**src/rtl/wino_pkg.sv**
```systemverilog
// Shared types and constants for the Winograd tile scheduler: FSM states,
// tile steps for the two kernel size types, and index widths.
package wino_pkg;

    typedef enum logic [1:0] {
        ST_IDLE,
        ST_ISSUE,
        ST_DRAIN,
        ST_DONE
    } state_t;

    localparam int TILE_STEP_1X1 = 6;
    localparam int TILE_STEP_3X3 = 4;

    localparam int IDX_W  = 9;
    localparam int OD_W   = 8;
    localparam int ID_W   = 4;
    localparam int PERF_W = 24;

    function automatic logic [IDX_W-1:0] tile_step(input logic size_type);
        return size_type ? IDX_W'(TILE_STEP_3X3) : IDX_W'(TILE_STEP_1X1);
    endfunction

endpackage

```
**src/rtl/wino_tile_scheduler_if.sv**
```systemverilog
// Tile request bundle between the scheduler (master) and the
// Itrans/Wtrans feeders (slave).
interface wino_tile_scheduler_if;
    import wino_pkg::*;

    logic             req_valid_o;
    logic             data_ready_i;
    logic             weight_ready_i;
    logic [IDX_W-1:0] data_x_index_o;
    logic [IDX_W-1:0] data_y_index_o;
    logic [ID_W-1:0]  tile_id_o;
    logic [OD_W-1:0]  weight_od_o;
    logic             weight_size_type_o;
    logic             last_id_o;

    modport master (
        output req_valid_o, data_x_index_o, data_y_index_o, tile_id_o,
               weight_od_o, weight_size_type_o, last_id_o,
        input  data_ready_i, weight_ready_i
    );

    modport slave (
        input  req_valid_o, data_x_index_o, data_y_index_o, tile_id_o,
               weight_od_o, weight_size_type_o, last_id_o,
        output data_ready_i, weight_ready_i
    );

endinterface

```
**src/rtl/wino_loop_ctr.sv**
```systemverilog
// One loop level of the tile walk: advances by step on inc and wraps to 0
// once value+step reaches bound; wrap_o feeds the next outer level.
module wino_loop_ctr #(
    parameter int W  = 9,
    parameter int BW = 9
) (
    input  logic          clk,
    input  logic          reset,
    input  logic          clear,
    input  logic          inc,
    input  logic [W-1:0]  step,
    input  logic [BW-1:0] bound,
    output logic [W-1:0]  value,
    output logic          wrap_o
);

    localparam int CW = ((W > BW) ? W : BW) + 1;

    logic [CW-1:0] sum;

    // The extra bit keeps value+step from overflowing before the compare.
    assign sum    = CW'(value) + CW'(step);
    assign wrap_o = (sum >= CW'(bound));

    // NOTE: sequential state uses non-blocking assignments so every flop
    // samples pre-edge values regardless of process ordering.
    always_ff @(posedge clk) begin
        if (reset || clear)
            value <= '0;
        else if (inc)
            value <= wrap_o ? '0 : sum[W-1:0];
    end

endmodule

```
**src/rtl/wino_tile_scheduler.sv**
```systemverilog
// Winograd tile scheduler: walks id -> y -> x -> od, issues credit-limited
// tile requests and pulses done. Optional perf counters: WINO_SCHED_PERF_EN.
module wino_tile_scheduler
    import wino_pkg::*;
#(
    parameter int MAX_OUTSTANDING = 4,
    parameter int CNT_W           = 4
) (
    input  logic                   clk,
    input  logic                   reset,
    input  logic                   start_i,
    input  logic [8:0]             cfg_h_i,
    input  logic [8:0]             cfg_w_i,
    input  logic [4:0]             cfg_id_i,
    input  logic [7:0]             cfg_od_i,
    input  logic                   cfg_size_type_i,
    wino_tile_scheduler_if.master  req,
    input  logic                   result_valid_i,
    output logic                   busy_o,
    output logic                   done_o,
    output logic                   err_o,
    output logic [PERF_W-1:0]      perf_cycles_o,
    output logic [PERF_W-1:0]      perf_stalls_o
);

    state_t           state, state_next;
    logic [8:0]       cfg_h, cfg_w;
    logic [4:0]       cfg_id;
    logic [7:0]       cfg_od;
    logic             size_type;
    logic [CNT_W-1:0] outstanding, outstanding_next;
    logic             armed;
    logic             req_valid, fire, final_fire, result_dec, start_acc, cfg_zero;
    logic             id_wrap, y_wrap, x_wrap, od_wrap;
    logic [IDX_W-1:0] step, x_idx, y_idx;
    logic [ID_W-1:0]  id_idx;
    logic [OD_W-1:0]  od_idx;

    assign start_acc  = (state == ST_IDLE) && start_i;
    assign cfg_zero   = (cfg_id_i == '0) || (cfg_od_i == '0) || (cfg_h_i == '0) || (cfg_w_i == '0);
    assign fire       = req_valid && req.data_ready_i && req.weight_ready_i;
    assign final_fire = fire && id_wrap && y_wrap && x_wrap && od_wrap;
    assign result_dec = result_valid_i && (outstanding != '0);
    assign step       = tile_step(size_type);

    always_ff @(posedge clk) begin
        if (reset)
            state <= ST_IDLE;
        else
            state <= state_next;
    end

    // NOTE: every always_comb output gets a default first so no path
    // leaves it unassigned and infers a latch.
    always_comb begin
        state_next = state;
        case (state)
            ST_IDLE:  if (start_i) state_next = cfg_zero ? ST_DONE : ST_ISSUE;
            ST_ISSUE: if (final_fire) state_next = ST_DRAIN;
            ST_DRAIN: if (outstanding_next == '0) state_next = ST_DONE;
            ST_DONE:  state_next = ST_IDLE;
            default:  state_next = ST_IDLE;
        endcase
    end

    always_comb begin
        req_valid = (state == ST_ISSUE) && (outstanding < CNT_W'(MAX_OUTSTANDING));
        busy_o    = (state == ST_ISSUE) || (state == ST_DRAIN);
        done_o    = (state == ST_DONE);
    end

    always_comb begin
        outstanding_next = outstanding;
        if (fire && !result_dec)
            outstanding_next = outstanding + 1'b1;
        else if (!fire && result_dec)
            outstanding_next = outstanding - 1'b1;
    end

    // armed blocks err_o for stray results after a reset abort.
    always_ff @(posedge clk) begin
        if (reset) begin
            cfg_h       <= '0;
            cfg_w       <= '0;
            cfg_id      <= '0;
            cfg_od      <= '0;
            size_type   <= 1'b0;
            outstanding <= '0;
            armed       <= 1'b0;
            err_o       <= 1'b0;
        end else begin
            outstanding <= outstanding_next;
            if (start_acc) begin
                cfg_h     <= cfg_h_i;
                cfg_w     <= cfg_w_i;
                cfg_id    <= cfg_id_i;
                cfg_od    <= cfg_od_i;
                size_type <= cfg_size_type_i;
                armed     <= 1'b1;
                err_o     <= 1'b0;
            end else if (result_valid_i && (outstanding == '0) && armed) begin
                err_o     <= 1'b1;
            end
        end
    end

    wino_loop_ctr #(.W(ID_W), .BW(5)) u_id_ctr (
        .clk(clk), .reset(reset), .clear(start_acc), .inc(fire),
        .step(ID_W'(1)), .bound(cfg_id), .value(id_idx), .wrap_o(id_wrap)
    );

    wino_loop_ctr #(.W(IDX_W), .BW(9)) u_y_ctr (
        .clk(clk), .reset(reset), .clear(start_acc), .inc(fire && id_wrap),
        .step(step), .bound(cfg_w), .value(y_idx), .wrap_o(y_wrap)
    );

    wino_loop_ctr #(.W(IDX_W), .BW(9)) u_x_ctr (
        .clk(clk), .reset(reset), .clear(start_acc), .inc(fire && id_wrap && y_wrap),
        .step(step), .bound(cfg_h), .value(x_idx), .wrap_o(x_wrap)
    );

    wino_loop_ctr #(.W(OD_W), .BW(8)) u_od_ctr (
        .clk(clk), .reset(reset), .clear(start_acc), .inc(fire && id_wrap && y_wrap && x_wrap),
        .step(OD_W'(1)), .bound(cfg_od), .value(od_idx), .wrap_o(od_wrap)
    );

    assign req.req_valid_o        = req_valid;
    assign req.data_x_index_o     = x_idx;
    assign req.data_y_index_o     = y_idx;
    assign req.tile_id_o          = id_idx;
    assign req.weight_od_o        = od_idx;
    assign req.weight_size_type_o = size_type;
    assign req.last_id_o          = (state == ST_ISSUE) && id_wrap;

`ifdef WINO_SCHED_PERF_EN
    logic [PERF_W-1:0] perf_cycles, perf_stalls;

    always_ff @(posedge clk) begin
        if (reset || start_acc) begin
            perf_cycles <= '0;
            perf_stalls <= '0;
        end else begin
            if (busy_o && (perf_cycles != '1))
                perf_cycles <= perf_cycles + 1'b1;
            if (req_valid && !fire && (perf_stalls != '1))
                perf_stalls <= perf_stalls + 1'b1;
        end
    end

    assign perf_cycles_o = perf_cycles;
    assign perf_stalls_o = perf_stalls;
`else
    assign perf_cycles_o = '0;
    assign perf_stalls_o = '0;
`endif

endmodule

```
**src/flat_wrapper.sv**
```systemverilog
// flat-port wrapper written by rule: the top's interface ports become plain ports
module wino_tile_scheduler_flat import wino_pkg::*;
#(
    parameter int MAX_OUTSTANDING = 4,
    parameter int CNT_W           = 4
)
  (clk, reset, start_i, cfg_h_i, cfg_w_i, cfg_id_i, cfg_od_i, cfg_size_type_i, result_valid_i, busy_o, done_o, err_o, perf_cycles_o, perf_stalls_o, req_req_valid_o, req_data_x_index_o, req_data_y_index_o, req_tile_id_o, req_weight_od_o, req_weight_size_type_o, req_last_id_o, req_data_ready_i, req_weight_ready_i);
  wino_tile_scheduler_if req_i ();
  input  logic clk;
  input  logic reset;
  input  logic start_i;
  input  logic [8:0] cfg_h_i;
  input  logic [8:0] cfg_w_i;
  input  logic [4:0] cfg_id_i;
  input  logic [7:0] cfg_od_i;
  input  logic cfg_size_type_i;
  input  logic result_valid_i;
  output logic busy_o;
  output logic done_o;
  output logic err_o;
  output logic [PERF_W-1:0] perf_cycles_o;
  output logic [PERF_W-1:0] perf_stalls_o;
  output wire logic [$bits(req_i.req_valid_o)-1:0] req_req_valid_o;
  output wire logic [$bits(req_i.data_x_index_o)-1:0] req_data_x_index_o;
  output wire logic [$bits(req_i.data_y_index_o)-1:0] req_data_y_index_o;
  output wire logic [$bits(req_i.tile_id_o)-1:0] req_tile_id_o;
  output wire logic [$bits(req_i.weight_od_o)-1:0] req_weight_od_o;
  output wire logic [$bits(req_i.weight_size_type_o)-1:0] req_weight_size_type_o;
  output wire logic [$bits(req_i.last_id_o)-1:0] req_last_id_o;
  input wire logic [$bits(req_i.data_ready_i)-1:0] req_data_ready_i;
  input wire logic [$bits(req_i.weight_ready_i)-1:0] req_weight_ready_i;
  assign req_req_valid_o = req_i.req_valid_o;
  assign req_data_x_index_o = req_i.data_x_index_o;
  assign req_data_y_index_o = req_i.data_y_index_o;
  assign req_tile_id_o = req_i.tile_id_o;
  assign req_weight_od_o = req_i.weight_od_o;
  assign req_weight_size_type_o = req_i.weight_size_type_o;
  assign req_last_id_o = req_i.last_id_o;
  assign req_i.data_ready_i = req_data_ready_i;
  assign req_i.weight_ready_i = req_weight_ready_i;
  wino_tile_scheduler #(.MAX_OUTSTANDING(MAX_OUTSTANDING), .CNT_W(CNT_W)) u_core (.clk(clk), .reset(reset), .start_i(start_i), .cfg_h_i(cfg_h_i), .cfg_w_i(cfg_w_i), .cfg_id_i(cfg_id_i), .cfg_od_i(cfg_od_i), .cfg_size_type_i(cfg_size_type_i), .req(req_i), .result_valid_i(result_valid_i), .busy_o(busy_o), .done_o(done_o), .err_o(err_o), .perf_cycles_o(perf_cycles_o), .perf_stalls_o(perf_stalls_o));
endmodule
```
**config.mk**
```make
export PLATFORM = sky130hd
export DESIGN_NAME = wino_tile_scheduler_flat
export DESIGN_NICKNAME = d
export VERILOG_FILES = /design/src/rtl/wino_pkg.sv /design/src/rtl/wino_tile_scheduler_if.sv /design/src/rtl/wino_loop_ctr.sv /design/src/rtl/wino_tile_scheduler.sv /design/src/flat_wrapper.sv
export SDC_FILE = /design/constraint.sdc
export NUM_CORES = 1
export LEC_CHECK = 0
export ABC_AREA = 1
export CORE_MARGIN = 3
export CORE_UTILIZATION = 49
export DETAILED_ROUTE_END_ITERATION = 10
export PLACE_DENSITY = 0.85
export SLEW_MARGIN = 30
export SYNTH_ARGS = -nofsm -noshare
export SYNTH_HDL_FRONTEND = slang
export SYNTH_SLANG_ARGS = --single-unit
export TNS_END_PERCENT = 1
```
**constraint.sdc**
```tcl
create_clock -name clk -period 3.4 [get_ports clk]
set_input_delay 0.68 -clock clk [delete_from_list [all_inputs] [get_ports clk]]
set_output_delay 0.68 -clock clk [all_outputs]
set_load 0.005 [all_outputs]
```
# ---- After elaboration in Yosys (flattened, before gate mapping)
# Index checks and enable logic that the tools add are counted.
# Widths: inputs -> output; s select.
dict set report classes {
  addsub 6
  n_lt_le_gt_ge 5
  eq_ne 6
  muxes 12
  reduce_logical 31
}
# cell n
set ops {}
lappend ops {{$add 9x9->10} 2}
lappend ops {{$ge 10x9->1} 2}
lappend ops {{$logic_not 9->1} 2}
lappend ops {{$mux 9} 2}
lappend ops {{$logic_and 1x1->1} 14}
lappend ops {{$mux 4} 3}
lappend ops {{$mux 2} 5}
lappend ops {{$add 8x1->9 const B} 1}
lappend ops {{$ge 9x8->1} 1}
lappend ops {{$logic_not 4->1} 2}
lappend ops {{$logic_not 8->1} 1}
lappend ops {{$mux 8} 1}
lappend ops {{$pmux 2 s4} 1}
lappend ops {{$ge 6x5->1} 1}
lappend ops {{$add 4x1->5 const B} 1}
lappend ops {{$logic_not 5->1} 1}
lappend ops {{$logic_or 1x1->1} 5}
lappend ops {{$add 4x1->4 const B} 1}
lappend ops {{$eq 2x2->1 const B} 2}
lappend ops {{$lt 4x3->1 const B} 1}
lappend ops {{$ne 2x1->1 const B} 2}
lappend ops {{$reduce_bool 4->1} 1}
lappend ops {{$sub 4x1->4 const B} 1}
lappend ops {{$reduce_and 3->1} 1}
lappend ops {{other kinds (5)} 6}
dict set report totals {
  ff_bits 70
}

# ---- Depth between registers and ports, before layout
dict set report logic_depth {
  ltp_word 11
  depth_mapped 19
  ltp_nobuf 19
}

# ---- Cells and area by module
# A second synthesis with hierarchy kept.
dict set report hier_totals {
  cells_unflattened 854
  hier_area_um2 5748.0
}
# mod instances cells_per_inst area_per_inst_um2 seq_area_each_um2
set modules_own_cells {}
lappend modules_own_cells {wino_tile_scheduler 1 294 2182.1 800.8}
lappend modules_own_cells {{wino_loop_ctr (u_core.u_x_ctr)} 1 174 1102.3 180.2}
lappend modules_own_cells {{wino_loop_ctr (u_core.u_y_ctr)} 1 176 1088.5 180.2}
lappend modules_own_cells {{wino_loop_ctr (u_core.u_od_ctr)} 1 145 944.7 160.2}
lappend modules_own_cells {{wino_loop_ctr (u_core.u_id_ctr)} 1 65 430.4 80.1}

# ---- Least setup slack after synthesis
# OpenSTA, ideal clock, no wires.
dict set report synth_path {
  path_kind {reg2reg}
  from {register u_core.size_type (netlist: u_core.req.weight_size_type_o)}
  to {register u_core.state[0]}
  setup_ps 115
  arrival_ps 2397
  required_ps 3285
  setup_slack_ps 888
  stages_incl_launch_ff 19
  path_cell_list {dfxtp_1 -> inv_1 -> ha_1 -> inv_1 -> ha_1 -> nor2_2 -> nand3_1 -> xor2_1 -> inv_1 -> ha_1 -> nand2_1 -> nand3b_1 -> nand3b_1 -> nand2_1 -> nand3_1 -> nand2_1 -> nand3_1 -> nand2_1 -> nor2_1}
}
dict set report synth_between {
  elab_chain_len 8
}
# item line_no
set synth_lines {}
lappend synth_lines {{start, declared} wino_tile_scheduler.sv:30} ;# logic size_type;
lappend synth_lines {{start signal, assigned} wino_tile_scheduler.sv:98} ;# size_type <= cfg_size_type_i;
lappend synth_lines {{$mux 2 *} wino_pkg.sv:21} ;# return size_type ? IDX_W'(TILE_STEP_3X3) : IDX_W'(TILE_STEP_1X1);
lappend synth_lines {{$add 9x9->10} wino_loop_ctr.sv:22} ;# assign sum = CW'(value) + CW'(step);
lappend synth_lines {{$ge 10x9->1} wino_loop_ctr.sv:23} ;# assign wrap_o = (sum >= CW'(bound));
lappend synth_lines {{$logic_and 1x1->1} wino_tile_scheduler.sv:42} ;# assign final_fire = fire && id_wrap && y_wrap && x_wrap && od_wrap;
lappend synth_lines {{$logic_and 1x1->1 * (2 in series)} wino_tile_scheduler.sv:42}
lappend synth_lines {{$ne 2x1->1 (no line) *} -}
lappend synth_lines {{$reduce_and 3->1 (no line) *} -}
lappend synth_lines {{end signal, assigned} wino_tile_scheduler.sv:50} ;# state <= state_next;
lappend synth_lines {{end, declared} wino_tile_scheduler.sv:26} ;# state_t state, state_next;
# Every way passes the cells marked *; elsewhere a longest branch is shown, timed or not.
# A chain may end at the register's enable or synchronous reset.

# ---- Worst setup path in the final report
dict set report layout_path {
  from {register u_core.u_id_ctr.value[0]}
  to {output req_last_id_o}
}
dict set report layout_between {
  elab_chain_len 3
}
# item line_no
set layout_lines {}
lappend layout_lines {{start, declared} wino_loop_ctr.sv:13} ;# output logic [W-1:0] value,
lappend layout_lines {{start signal, assigned} wino_loop_ctr.sv:31} ;# value <= wrap_o ? '0 : sum[W-1:0];
lappend layout_lines {{$add 4x1->5} wino_loop_ctr.sv:22}
lappend layout_lines {{$ge 6x5->1} wino_loop_ctr.sv:23}
lappend layout_lines {{$logic_and 1x1->1} wino_tile_scheduler.sv:133} ;# assign req.last_id_o = (state == ST_ISSUE) && id_wrap;
lappend layout_lines {{end, declared} flat_wrapper.sv:29} ;# output wire logic [$bits(req_i.last_id_o)-1:0] req_last_id_o;
# Every way passes these cells.

==> impl_metrics.tcl <==
set metrics [dict create \
    syn2layout_area_growth_pct 18.4 \
    cap_violations 0 \
    crit_path_end_kind "output port" \
    fillerInstances 767 \
    routed-via-count 3959 \
    antenna_found_initial 0 \
    place.gp.congestion 0.867 \
    synth.most_common_cell "nand2_1" \
    final_util_pct 61.5 \
    synth_flop_cell "dfxtp_1" \
    setup_viol 0 \
    synth_edf_count 0 \
    hold_class "reg -> reg" \
    routed_via_density 5.12 \
    postCtsResizedCells 0 \
    holdBufCountCts 0 \
    clk_path_buf_depth 2 \
    dr.pass1.iters 5 \
    grt_use_total_pct 20.5 \
    synth.avg_cell_area_sq_um 7.38 \
    status "finished, final reports clean" \
    core_area_sq_um 8420 \
    rows 33 \
    required_ns 2.72 \
    worstPathArrival_ns 2.40 \
    yosys-top-cells-area "dfxtp_1 (31%), ha_1 (12%), buf_4 (8.6%), nand2_1 (7.5%), inv_1 (6.9%)" \
    cts_tree "yes" \
    n_antenna_cell 0 \
    nets 744 \
    ys_seq_area_share_pct 31.1 \
    cts_made_buffers 9 \
    start_util_pct 51.9 \
    clk_latency_ns 0.35 \
    finalCritPeriodShare_pct 90.6 \
    syn-cell-area_sq_um 4380 \
    grt_pass1_wl_microns 16800 \
    syn_inst 593 \
    synth_area_leader_cell "dfxtp_1" \
    tns_ns 0 \
    drc 0 \
    final_hold_viol_count 0 \
    clkTransAtPathRegs_ns 0.08 \
    ys_types 36 \
    grt_overflow 0 \
    maxSlewViolCount 0 \
    synth_top_area_share_pct 31.1 \
    ir_drop_v 0.000467 \
    synth_seq_cells 68 \
    worst-setup-path-type "reg -> out" \
    cp_max_fo 5 \
    drt_wl_total_microns 10300 \
    whs_ns 0.454 \
    root_buffer "clkbuf_8" \
    path_common_cell "nand2_1" \
    leakage_uw 0.00234 \
    cts_sinks 68 \
    p_per_area_nw_per_um2 559 \
    design_area_sq_um 5180 \
    dp_hpwl_microns 8030 \
    cpPeakStageDelay_ns 0.51 \
    synthTopCellsByCount "nand2_1 (88), inv_1 (81), dfxtp_1 (68)" \
    cp_slowest_cell "clkdlybuf4s50_1" \
    die_width_microns 100 \
    async_reset_ff_share_pct 0 \
    drive_gt1_share_pct 4.79 \
    fin_total_pwr_uw 2900 \
    slew_headroom_pct 39.6 \
    rsz0062_at_grt "false" \
    fin_crit_ns 3.08 \
    grt_pass1_vias 3712 \
    htree_levels 3 \
    ant_nets 0 \
    grt_max_degree 61 \
    portBuffers 71 \
    post_cts_buffers 0 \
    wl_per_cell_microns 13.3 \
    ios 122 \
    timing.fmax_mhz 325 \
    drtIter0Drc 238 \
    die_h_microns 100 \
    worst_pin_slew_ns 0.905 \
    crit_chain "ha_1 -> xor2_1 -> ha_1 -> nand2_1 -> nor2_1 -> nand2_1 -> nand2_1 -> inv_1 -> nor2_1 -> clkdlybuf4s50_1" \
    placed_cell_area_sq_um 4990 \
    startpoint_type "flip-flop" \
    skew_ns 0.0109 \
    yosys_warnings 0 \
    dieArea_sq_um 10100 \
]
==> area by class of cell <==
cell class,instances,area (sq um),share of cell area [%]
well taps,105,131,2.54
multi-input cells,430,2470,47.7
flip-flops and latches,68,1360,26.3
repair buffers,72,718,13.9
clock buffers,10,138,2.66
clock inverters,5,52.6,1.01
inverters,83,312,6.01
==> flip-flops by register name, indices dropped and copies added, names as in the netlist <==
name                           flops
u_core.err_o                       1
u_core.req.weight_size_type_o      1
u_core.cfg_w                       9
u_core.outstanding                 4
u_core.u_od_ctr.value              8
u_core.armed                       1
u_core.u_x_ctr.value               8
u_core.cfg_h                       9
u_core.state                       2
u_core.u_y_ctr.value               8
u_core.cfg_od                      8
u_core.cfg_id                      5
u_core.u_id_ctr.value              4
==> where the power goes <==
| group | internal [uW] | leakage [uW] | switching (uW) | total (uW) |
|---|---|---|---|---|
| Sequential | 936 | 0.000556 | 76.2 | 1010 |
| Clock | 351 | 0.0000979 | 316 | 667 |
| Combinational | 466 | 0.00168 | 755 | 1220 |
==> through the flow <==
stage | cells | setup WS, ns
6_report | 773 | 0.320
5_1_grt | 773 | 0.0953
4_1_cts | 773 | 0.301
3_5_place_dp | 758 | 0.436
3_3_place_gp | 758 | 0.526
2_1_floorplan | 642 | 0.888
==> metal layers <==
layer | global-route usage [%] | wire length, microns
met1 | 22.9 | 4030
met2 | 37.2 | 5270
met3 | 5.19 | 666
met4 | 7.98 | 310
met5 | 0 | 0
==> cells in the final DEF (no fill, tap or decap), types with 2 or more instances in the layout <==
master            n
dfxtp_1          68
a21oi_1          58
nand2_4           3
nand2_2           2
o21bai_1          3
nor2_1           54
conb_1           50
o211ai_1          2
a22oi_1           9
a211oi_1          3
xnor2_1           9
nand2_1          88
xor2_1           14
inv_1            81
nor2_4            3
nand4_1           4
clkinv_2          3
o21ai_0          40
nor3_1            4
ha_1             42
nand3_1          23
nor4_1            4
clkdlybuf4s50_1  71
nor2_2            3
nand3b_1          3
clkbuf_8         10
==> logic make-up (layout without fill, tap and decap cells) <==
group,Yosys count,count (layout),synth area share (%)
xor gates and xnor gates,23,23,4.60
adders and majority gates,42,42,12.0
other,1,50,0.0857
DFF,68,68,31.1
buffers and inverters,144,170,16.6
and+or+nand+nor,194,194,20.2
AOI/OAI and AO/OA,121,121,15.4
==> path summary, 6_finish.rpt <==
path | from | end | slack [ns] | cells past startpoint
setup / recovery | u_core.u_id_ctr.value[0] | req_last_id_o | 0.32 | 10
hold / removal | u_core.err_o | u_core.err_o | 0.45 | 2
setup reg to reg | u_core.req.weight_size_type_o | u_core.state[1] | 0.41 | 18
hold reg to reg | u_core.err_o | u_core.err_o | 0.45 | 2
==> worst max-delay path: cells and delay by family, from the launching register on <==
family                     cells  cell delay [ns]
DFF                            1             0.37
and+or+nand+nor                5             0.40
buffers and inverters          2             0.60
adders and majority gates      2             0.53
xor gates and xnor gates       1             0.16
No activity file was read; power rests on OpenSTA's default activity.
